File: config.mk
export PLATFORM = sky130hd
export DESIGN_NAME = kth_ss_apb_master
export DESIGN_NICKNAME = d
export VERILOG_FILES = /design/src/rtl/kth_ss_apb_master.sv
export SDC_FILE = /design/constraint.sdc
export NUM_CORES = 1
export LEC_CHECK = 0
export CORE_MARGIN = 2
export CORE_UTILIZATION = 45
export CTS_CLUSTER_SIZE = 20
export DETAILED_ROUTE_END_ITERATION = 7
export DONT_BUFFER_PORTS = 1
export SLEW_MARGIN = 40
export SYNTH_ARGS = -nofsm -noshare
export SYNTH_HDL_FRONTEND = slang
export SYNTH_SLANG_ARGS = --single-unit
export TNS_END_PERCENT = 50
File: constraint.sdc
create_clock -name clk_in -period 4.75 [get_ports clk_in]
set_input_delay 0.95 -clock clk_in [delete_from_list [all_inputs] [get_ports clk_in]]
set_output_delay 0.95 -clock clk_in [all_outputs]
set_load 0.02 [all_outputs]
File: src/rtl/kth_ss_apb_master.sv
// APB initiator for the kth_ss slave port: executes write, read and poll-read
// commands from a valid/ready channel and returns one response per command.
module kth_ss_apb_master #(
  parameter int ADDR_WIDTH   = 32,
  parameter int DATA_WIDTH   = 32,
  parameter int POLL_GAP     = 4,
  parameter int POLL_TIMEOUT = 65535
) (
  input  logic                  clk_in,
  input  logic                  reset_int,
  input  logic                  cmd_valid,
  output logic                  cmd_ready,
  input  logic                  cmd_write,
  input  logic                  cmd_poll,
  input  logic [ADDR_WIDTH-1:0] cmd_addr,
  input  logic [DATA_WIDTH-1:0] cmd_wdata,
  output logic                  rsp_valid,
  input  logic                  rsp_ready,
  output logic [DATA_WIDTH-1:0] rsp_rdata,
  output logic                  rsp_err,
  output logic                  rsp_timeout,
  output logic [ADDR_WIDTH-1:0] PADDR,
  output logic                  PSEL,
  output logic                  PENABLE,
  output logic                  PWRITE,
  output logic [DATA_WIDTH-1:0] PWDATA,
  input  logic [DATA_WIDTH-1:0] PRDATA,
  input  logic                  PREADY,
  input  logic                  PSLVERR
);

  typedef enum logic [2:0] {
    S_IDLE   = 3'd0,
    S_SETUP  = 3'd1,
    S_ACCESS = 3'd2,
    S_GAP    = 3'd3,
    S_RESP   = 3'd4
  } state_e;

  localparam logic [15:0] TIMEOUT_C  = 16'(POLL_TIMEOUT);
  localparam logic [7:0]  GAP_LAST_C = 8'(POLL_GAP - 1);

  state_e                state_q, state_d;
  logic [ADDR_WIDTH-1:0] paddr_q, paddr_d;
  logic [DATA_WIDTH-1:0] pwdata_q, pwdata_d;
  logic [DATA_WIDTH-1:0] mask_q, mask_d;
  logic                  pwrite_q, pwrite_d;
  logic                  poll_q, poll_d;
  logic                  psel_q, psel_d;
  logic                  penable_q, penable_d;
  logic                  cmd_ready_q, cmd_ready_d;
  logic [15:0]           poll_cnt_q, poll_cnt_d;
  logic [7:0]            gap_cnt_q, gap_cnt_d;
  logic                  rsp_valid_q, rsp_valid_d;
  logic [DATA_WIDTH-1:0] rsp_rdata_q, rsp_rdata_d;
  logic                  rsp_err_q, rsp_err_d;
  logic                  rsp_timeout_q, rsp_timeout_d;

  logic [15:0]           poll_cnt_inc_s;
  logic                  no_match_s;

  assign poll_cnt_inc_s = poll_cnt_q + 16'd1;
  // A zero mask can never match, so such a poll always runs to timeout.
  assign no_match_s     = ((PRDATA & mask_q) == {DATA_WIDTH{1'b0}});

  always_comb begin
    state_d       = state_q;
    paddr_d       = paddr_q;
    pwdata_d      = pwdata_q;
    mask_d        = mask_q;
    pwrite_d      = pwrite_q;
    poll_d        = poll_q;
    poll_cnt_d    = poll_cnt_q;
    gap_cnt_d     = gap_cnt_q;
    rsp_rdata_d   = rsp_rdata_q;
    rsp_err_d     = rsp_err_q;
    rsp_timeout_d = rsp_timeout_q;

    case (state_q)
      S_IDLE: begin
        if (cmd_valid) begin
          state_d    = S_SETUP;
          paddr_d    = cmd_addr;
          pwrite_d   = cmd_write;
          poll_d     = cmd_poll & ~cmd_write;
          mask_d     = cmd_wdata;
          poll_cnt_d = 16'd0;
          if (cmd_write) begin
            pwdata_d = cmd_wdata;
          end else begin
            pwdata_d = pwdata_q;
          end
        end else begin
          state_d = S_IDLE;
        end
      end
      S_SETUP: begin
        state_d = S_ACCESS;
      end
      S_ACCESS: begin
        if (PREADY) begin
          if (poll_q) begin
            poll_cnt_d = poll_cnt_inc_s;
          end else begin
            poll_cnt_d = poll_cnt_q;
          end
          if (poll_q && !PSLVERR && no_match_s && (poll_cnt_inc_s < TIMEOUT_C)) begin
            state_d   = S_GAP;
            gap_cnt_d = 8'd0;
          end else begin
            state_d       = S_RESP;
            rsp_rdata_d   = pwrite_q ? {DATA_WIDTH{1'b0}} : PRDATA;
            rsp_err_d     = PSLVERR;
            rsp_timeout_d = poll_q && !PSLVERR && no_match_s && (poll_cnt_inc_s == TIMEOUT_C);
          end
        end else begin
          state_d = S_ACCESS;
        end
      end
      S_GAP: begin
        if (gap_cnt_q == GAP_LAST_C) begin
          state_d = S_SETUP;
        end else begin
          gap_cnt_d = gap_cnt_q + 8'd1;
        end
      end
      S_RESP: begin
        if (rsp_ready) begin
          state_d = S_IDLE;
        end else begin
          state_d = S_RESP;
        end
      end
      default: begin
        state_d = S_IDLE;
      end
    endcase

    // Handshake and bus strobes are registered from the next state.
    psel_d      = (state_d == S_SETUP) || (state_d == S_ACCESS);
    penable_d   = (state_d == S_ACCESS);
    rsp_valid_d = (state_d == S_RESP);
    cmd_ready_d = (state_d == S_IDLE);
  end

  always_ff @(posedge clk_in or negedge reset_int) begin
    if (!reset_int) begin
      state_q       <= S_IDLE;
      paddr_q       <= {ADDR_WIDTH{1'b0}};
      pwdata_q      <= {DATA_WIDTH{1'b0}};
      mask_q        <= {DATA_WIDTH{1'b0}};
      pwrite_q      <= 1'b0;
      poll_q        <= 1'b0;
      psel_q        <= 1'b0;
      penable_q     <= 1'b0;
      cmd_ready_q   <= 1'b1;
      poll_cnt_q    <= 16'd0;
      gap_cnt_q     <= 8'd0;
      rsp_valid_q   <= 1'b0;
      rsp_rdata_q   <= {DATA_WIDTH{1'b0}};
      rsp_err_q     <= 1'b0;
      rsp_timeout_q <= 1'b0;
    end else begin
      state_q       <= state_d;
      paddr_q       <= paddr_d;
      pwdata_q      <= pwdata_d;
      mask_q        <= mask_d;
      pwrite_q      <= pwrite_d;
      poll_q        <= poll_d;
      psel_q        <= psel_d;
      penable_q     <= penable_d;
      cmd_ready_q   <= cmd_ready_d;
      poll_cnt_q    <= poll_cnt_d;
      gap_cnt_q     <= gap_cnt_d;
      rsp_valid_q   <= rsp_valid_d;
      rsp_rdata_q   <= rsp_rdata_d;
      rsp_err_q     <= rsp_err_d;
      rsp_timeout_q <= rsp_timeout_d;
    end
  end

  assign cmd_ready   = cmd_ready_q;
  assign rsp_valid   = rsp_valid_q;
  assign rsp_rdata   = rsp_rdata_q;
  assign rsp_err     = rsp_err_q;
  assign rsp_timeout = rsp_timeout_q;
  assign PADDR       = paddr_q;
  assign PSEL        = psel_q;
  assign PENABLE     = penable_q;
  assign PWRITE      = pwrite_q;
  assign PWDATA      = pwdata_q;

endmodule

; Word-level counts from Yosys, hierarchy flattened
; Index checks and enable logic that the tools add are counted.
[totals]
ff_bits = 163
in_bits = 104
out_inout_bits = 103
elab_cells = 67
[classes]
addsub = 2
n_lt_le_gt_ge = 1
eq_ne = 14
n_mux = 15
bitwise = 4
n_reduce_logical = 16
[op_table]
columns = op, n
row1 = $mux W16, 3
row2 = $and A32 B32 Y32, 1
row3 = $logic_not A32 Y1, 1
row4 = $mux W32, 1
row5 = $pmux W16 S2, 1
row6 = $mux W8, 3
row7 = $add A16 B1 Y16 const B, 1
row8 = $eq A16 B16 Y1 const B, 1
row9 = $lt A16 B16 Y1 const B, 1
row10 = $pmux W8 S2, 1
row11 = $pmux W3 S5, 1
row12 = $mux W3, 4
row13 = $ne A2 B2 Y1 const B, 5
row14 = $eq A3 B2 Y1 const B, 3
row15 = $add A8 B1 Y8 const B, 1
row16 = $eq A8 B2 Y1 const B, 1
row17 = $reduce_and A4 Y1, 2
row18 = $eq A3 B1 Y1 const B, 2
row19 = $eq A3 B3 Y1 const B, 2
row20 = $logic_not A3 Y1, 2
row21 = $reduce_and A3 Y1, 2
row22 = $logic_and A1 B1 Y1, 4
row23 = $reduce_bool A2 Y1, 2
row24 = $not A1 Y1, 2
row25 = 5 further kinds, 5

; Logic depth before layout (Yosys ltp)
[logic_depth]
word_depth = 9
depth_mapped = 11
mapped_depth_nobuf = 9

; Least setup slack after synthesis
; No wires, ideal clock.
[synth_path]
path_kind = in2reg
start = in cmd_valid
end = reg paddr_q[10] (netlist: PADDR[10])
setup_ps = 125
arrival_ps = 2487
required_ps = 4625
slack_ps = 2138
cell_stages = 6
path_buffers = 3
path_cell_list = nor2b_1 -> and2_1 -> clkbuf_1 -> clkbuf_1 -> clkbuf_1 -> mux2_2
[synth_between]
elab_chain_cells = 1
[synth_lines]
columns = item, line_no
row1 = "start, declared", 11  ; input logic cmd_valid,
row2 = $reduce_and A2 Y1 (no source line), n/a
row3 = "end signal, assigned", 149  ; paddr_q <= {ADDR_WIDTH{1'b0}};
row4 = "end signal, assigned", 165  ; paddr_q <= paddr_d;
row5 = "end, declared", 44  ; logic [ADDR_WIDTH-1:0] paddr_q, paddr_d;
; Every way passes these cells.
; A chain may end at the register's enable or synchronous reset.

; Worst setup path in the final report
[layout_path]
start = reg poll_cnt_q[0]
end = reg rsp_rdata_q[0] (netlist: rsp_rdata[0])
[layout_between]
elab_chain_cells = 5
[layout_lines]
columns = item, line_no
row1 = "start, declared", 52  ; logic [15:0] poll_cnt_q, poll_cnt_d;
row2 = "start signal, assigned", 173  ; poll_cnt_q <= poll_cnt_d;
row3 = $add A16 B1 Y16, 62  ; assign poll_cnt_inc_s = poll_cnt_q + 16'd1;
row4 = $lt A16 B16 Y1, 107  ; if (poll_q && !PSLVERR && no_match_s && (poll_cnt_inc_s < TIMEOUT_C)) begin
row5 = $logic_and A1 B1 Y1, 107
row6 = $not A1 Y1 (no source line), n/a
row7 = $reduce_and A3 Y1 (no source line), n/a
row8 = "end signal, assigned", 160  ; rsp_rdata_q <= {DATA_WIDTH{1'b0}};
row9 = "end signal, assigned", 176  ; rsp_rdata_q <= rsp_rdata_d;
row10 = "end, declared", 55  ; logic [DATA_WIDTH-1:0] rsp_rdata_q, rsp_rdata_d;
; Every way passes these cells.

==> metrics.md <==
| Metric | Value |
|---|---|
| Drt total wl | `17100 um` |
| Drt wl/cell | `21.2 um` |
| Largest net degree at the start of global routing | `164` |
| Ys flop type | `dfrtp_1` |
| CTS tree | `built` |
| GRT met2 Usage | `0.306` |
| FF+latch count, synth | `163` |
| Gr ovfl total | `0` |
| Worst VDD drop | `316 uV` |
| Drt initial violations | `360` |
| # DRC | `0` |
| Setup TNS | `0 ps` |
| Area contributors post-synth | `dfrtp_1, mux2_2, mux2_4` |
| Cts repair resizes | `0` |
| Pwr/cell area | `703 nW/um^2` |
| Slew @ Worst Pin | `700 ps` |
| GP Congestion | `0.911` |
| Core area | `15900 um^2` |
| Max Clk Rate | `0.349 GHz` |
| Hold Path Class | `in -> async` |
| All-layer global routing usage | `0.199` |
| GRT met3 Usage | `0.0757` |
| Critical Path End Type | `flop` |
| Delay-heaviest family, CP | `compound AO/OA/AOI/OAI gates` |
| Total Nets Final | `683` |
| CTS max path bufs | `2` |
| Netlist cell types | `55` |
| Ys Warns | `0` |
| Top Ports | `207` |
| Max-Cap Viols | `0` |
| Post-Synthesis Cell Area | `7390 um^2` |
| Worst Path Max Fanout | `33` |
| Die Wd | `132 um` |
| Clk slew on worst S/H paths | `60 ps` |
| Status | `complete, no violations` |
| Num rows | `46` |
| Synth top cells by count | `dfrtp_1, mux2_2, nor2b_1` |
| Dpl cells | `773` |
| Final Cycle Share | `0.602` |
| GR Util met1 | `0.256` |
| Die Y | `132 um` |
| Tot Pwr | `0.00573 W` |
| Inserted Clock Buffers | `17` |
| Post-synth top area share | `0.549` |
| Final worst slack | `1890 ps` |
| # clock sinks | `163` |
| Reg-to-reg endpoint | `rsp_rdata[0]` |
| Antenna diode count | `0` |
| Fin area | `8150 um^2` |
| Finished Layout Cells | `805` |
| Mean post-synth cell area | `12.7 um^2` |
| RSZ-0062 raised after global routing | `no` |
| Dpl cell area | `7530 um^2` |
| Reg2reg setup slack | `1890 ps` |
| Buffer and inverter count on the worst path | `0` |
| Vias per inst | `5.87` |
| Final Hold Violating Endpoints | `0` |
| Share of cells above drive strength 1 | `0.299` |
| Kind of critical path | `reg -> reg` |
| Initial antenna violation count | `0` |
| Layout area overhead | `10.2%` |
| Fin crit period | `2860 ps` |
| RR Startpoint | `poll_cnt_q[0]` |
| Worst Skew | `8.26 ps` |
| Drt first pass iters | `5` |
| Post-DRT Antenna Nets | `0` |
| Root Buffer | `clkbuf_16` |
| Die area | `17500 um^2` |
| Grt peak-use layer | `met2` |
| Pre-CTS WS | `1620 ps` |
| CP Cell Sequence | `ha_1 -> and4_1 -> xnor2_1 -> o22ai_1 -> o21a_1 -> and3_1 -> a21o_4 -> mux2_2` |
| Setup Fix Bufs, Post-CTS | `0` |
| Req. time, crit path | `5060 ps` |
| Vias in the first global route | `4746` |
| Cells after Synth | `584` |
| Port Buffers | `0` |
| Worst R2R Path Depth | `8` |
| Post-synth EDFFs | `0` |
| Async SR Flop Fraction | `1.00` |
| Setup crit start kind | `flop` |
| Crit-path slowest cell | `a21o_4` |
| Sequential area share after synthesis | `0.552` |
| Leak | `3.44 nW` |
| CP peak stage delay | `480 ps` |
| H-tree levels | `4` |
| Vias post-DR | `4725` |
| CTS Hold Bufs | `0` |
| Dominant cell by count in the synthesized netlist | `dfrtp_1` |
| First-pass GRT wire length | `26700 um` |
| Initial cell density of the core | `0.464` |
| Net Count, Synth | `691` |
| Detailed placement HPWL | `12200 um` |
| Setup violations, final | `0` |
| Critical Path AT | `3170 ps` |
| Max-slew violations | `0` |
| Max_slew headroom | `0.530` |
| Area leader, netlist | `dfrtp_1` |
| Worst-skew pair later-pin latency | `430 ps` |
[cell type report]
| cell class | instances | area (um^2) |
|---|---|---|
| fillers | 1434 | 7800 |
| flip-flops and latches | 163 | 4080 |
| multi-input cells | 381 | 3130 |
| clock buffers | 20 | 467 |
| well taps | 216 | 270 |
| clock inverters | 12 | 141 |
| inverters | 10 | 37.5 |
| repair buffers | 3 | 22.5 |
[cell families (layout without fill, tap and decap cells)]
family          count (synthesis)  after routing  share of synthesized area
flops                         163            163                      0.552
simple gates                  157            157                      0.117
mux                           132            132                      0.216
compound gates                 81             81                     0.0731
buf+inv                        40             45                     0.0271
xor+xnor                        8              8                    0.00948
fa+ha+maj                       3              3                    0.00508
[registers in the layout, indices dropped and copies added, names as in the netlist, 3 cells and up]
name        count
PWDATA         32
gap_cnt_q       8
PADDR          32
poll_cnt_q     16
mask_q         32
rsp_rdata      32
state_q         3
[stage by stage]
stage,util,hold slack [ps]
after global routing,0.511,190
after global placement,0.472,475
after floorplan,-,445
final,0.511,219
after CTS,0.511,197
after detailed placement,0.472,476
[placed cells by master, fill, tap and decap left out, drive strengths merged, types with 5 or more instances in the layout]
cell,synthesis,routed
mux2,130,130
nor3,6,6
xor2,6,6
a21oi,9,9
and3,6,6
clkbuf,17,20
a22oi,14,14
nand3,14,14
inv,10,15
nand4,16,16
a31oi,5,5
o31ai,7,7
and4,5,5
o21ai,24,24
and2,5,5
nor2b,37,37
nand2,34,34
nor2,20,20
dfrtp,162,162
[metal layers]
layer,part of all wire,vias up
met5,0,-
met1,0.42,2364
met2,0.47,247
met4,0.023,0
met3,0.091,29
li1,-,2085
[worst reg2reg max path, stage by stage, from the launching register on]
cell     delay [ps]
dfrtp_1         470
ha_1            410
and4_1          320
xnor2_1          90
o22ai_1         180
o21a_1          200
and3_1          180
a21o_4          480
mux2_2          420
[report_power, final]
| part | internal [W] | total, W | switching, W |
|---|---|---|---|
| Clock | 0.000825 | 0.00140 | 0.000574 |
| Combinational | 0.000778 | 0.00131 | 0.000531 |
| Sequential | 0.00201 | 0.00302 | 0.00101 |
[worst max-delay path by stage]
stage | from | to | slack, ps | depth (start not counted)
5_1_grt | poll_cnt_q[0] | rsp_rdata[31] | 1630 | 8
2_1_floorplan | cmd_valid | PADDR[10] | 2140 | 6
6_report | poll_cnt_q[0] | rsp_rdata[0] | 1890 | 8
4_1_cts | poll_cnt_q[0] | rsp_err | 1890 | 8
3_3_place_gp | PRDATA[18] | rsp_rdata[11] | 1630 | 6
3_5_place_dp | PRDATA[1] | gap_cnt_q[0] | 1620 | 7
(Power assumes the default switching activity.)
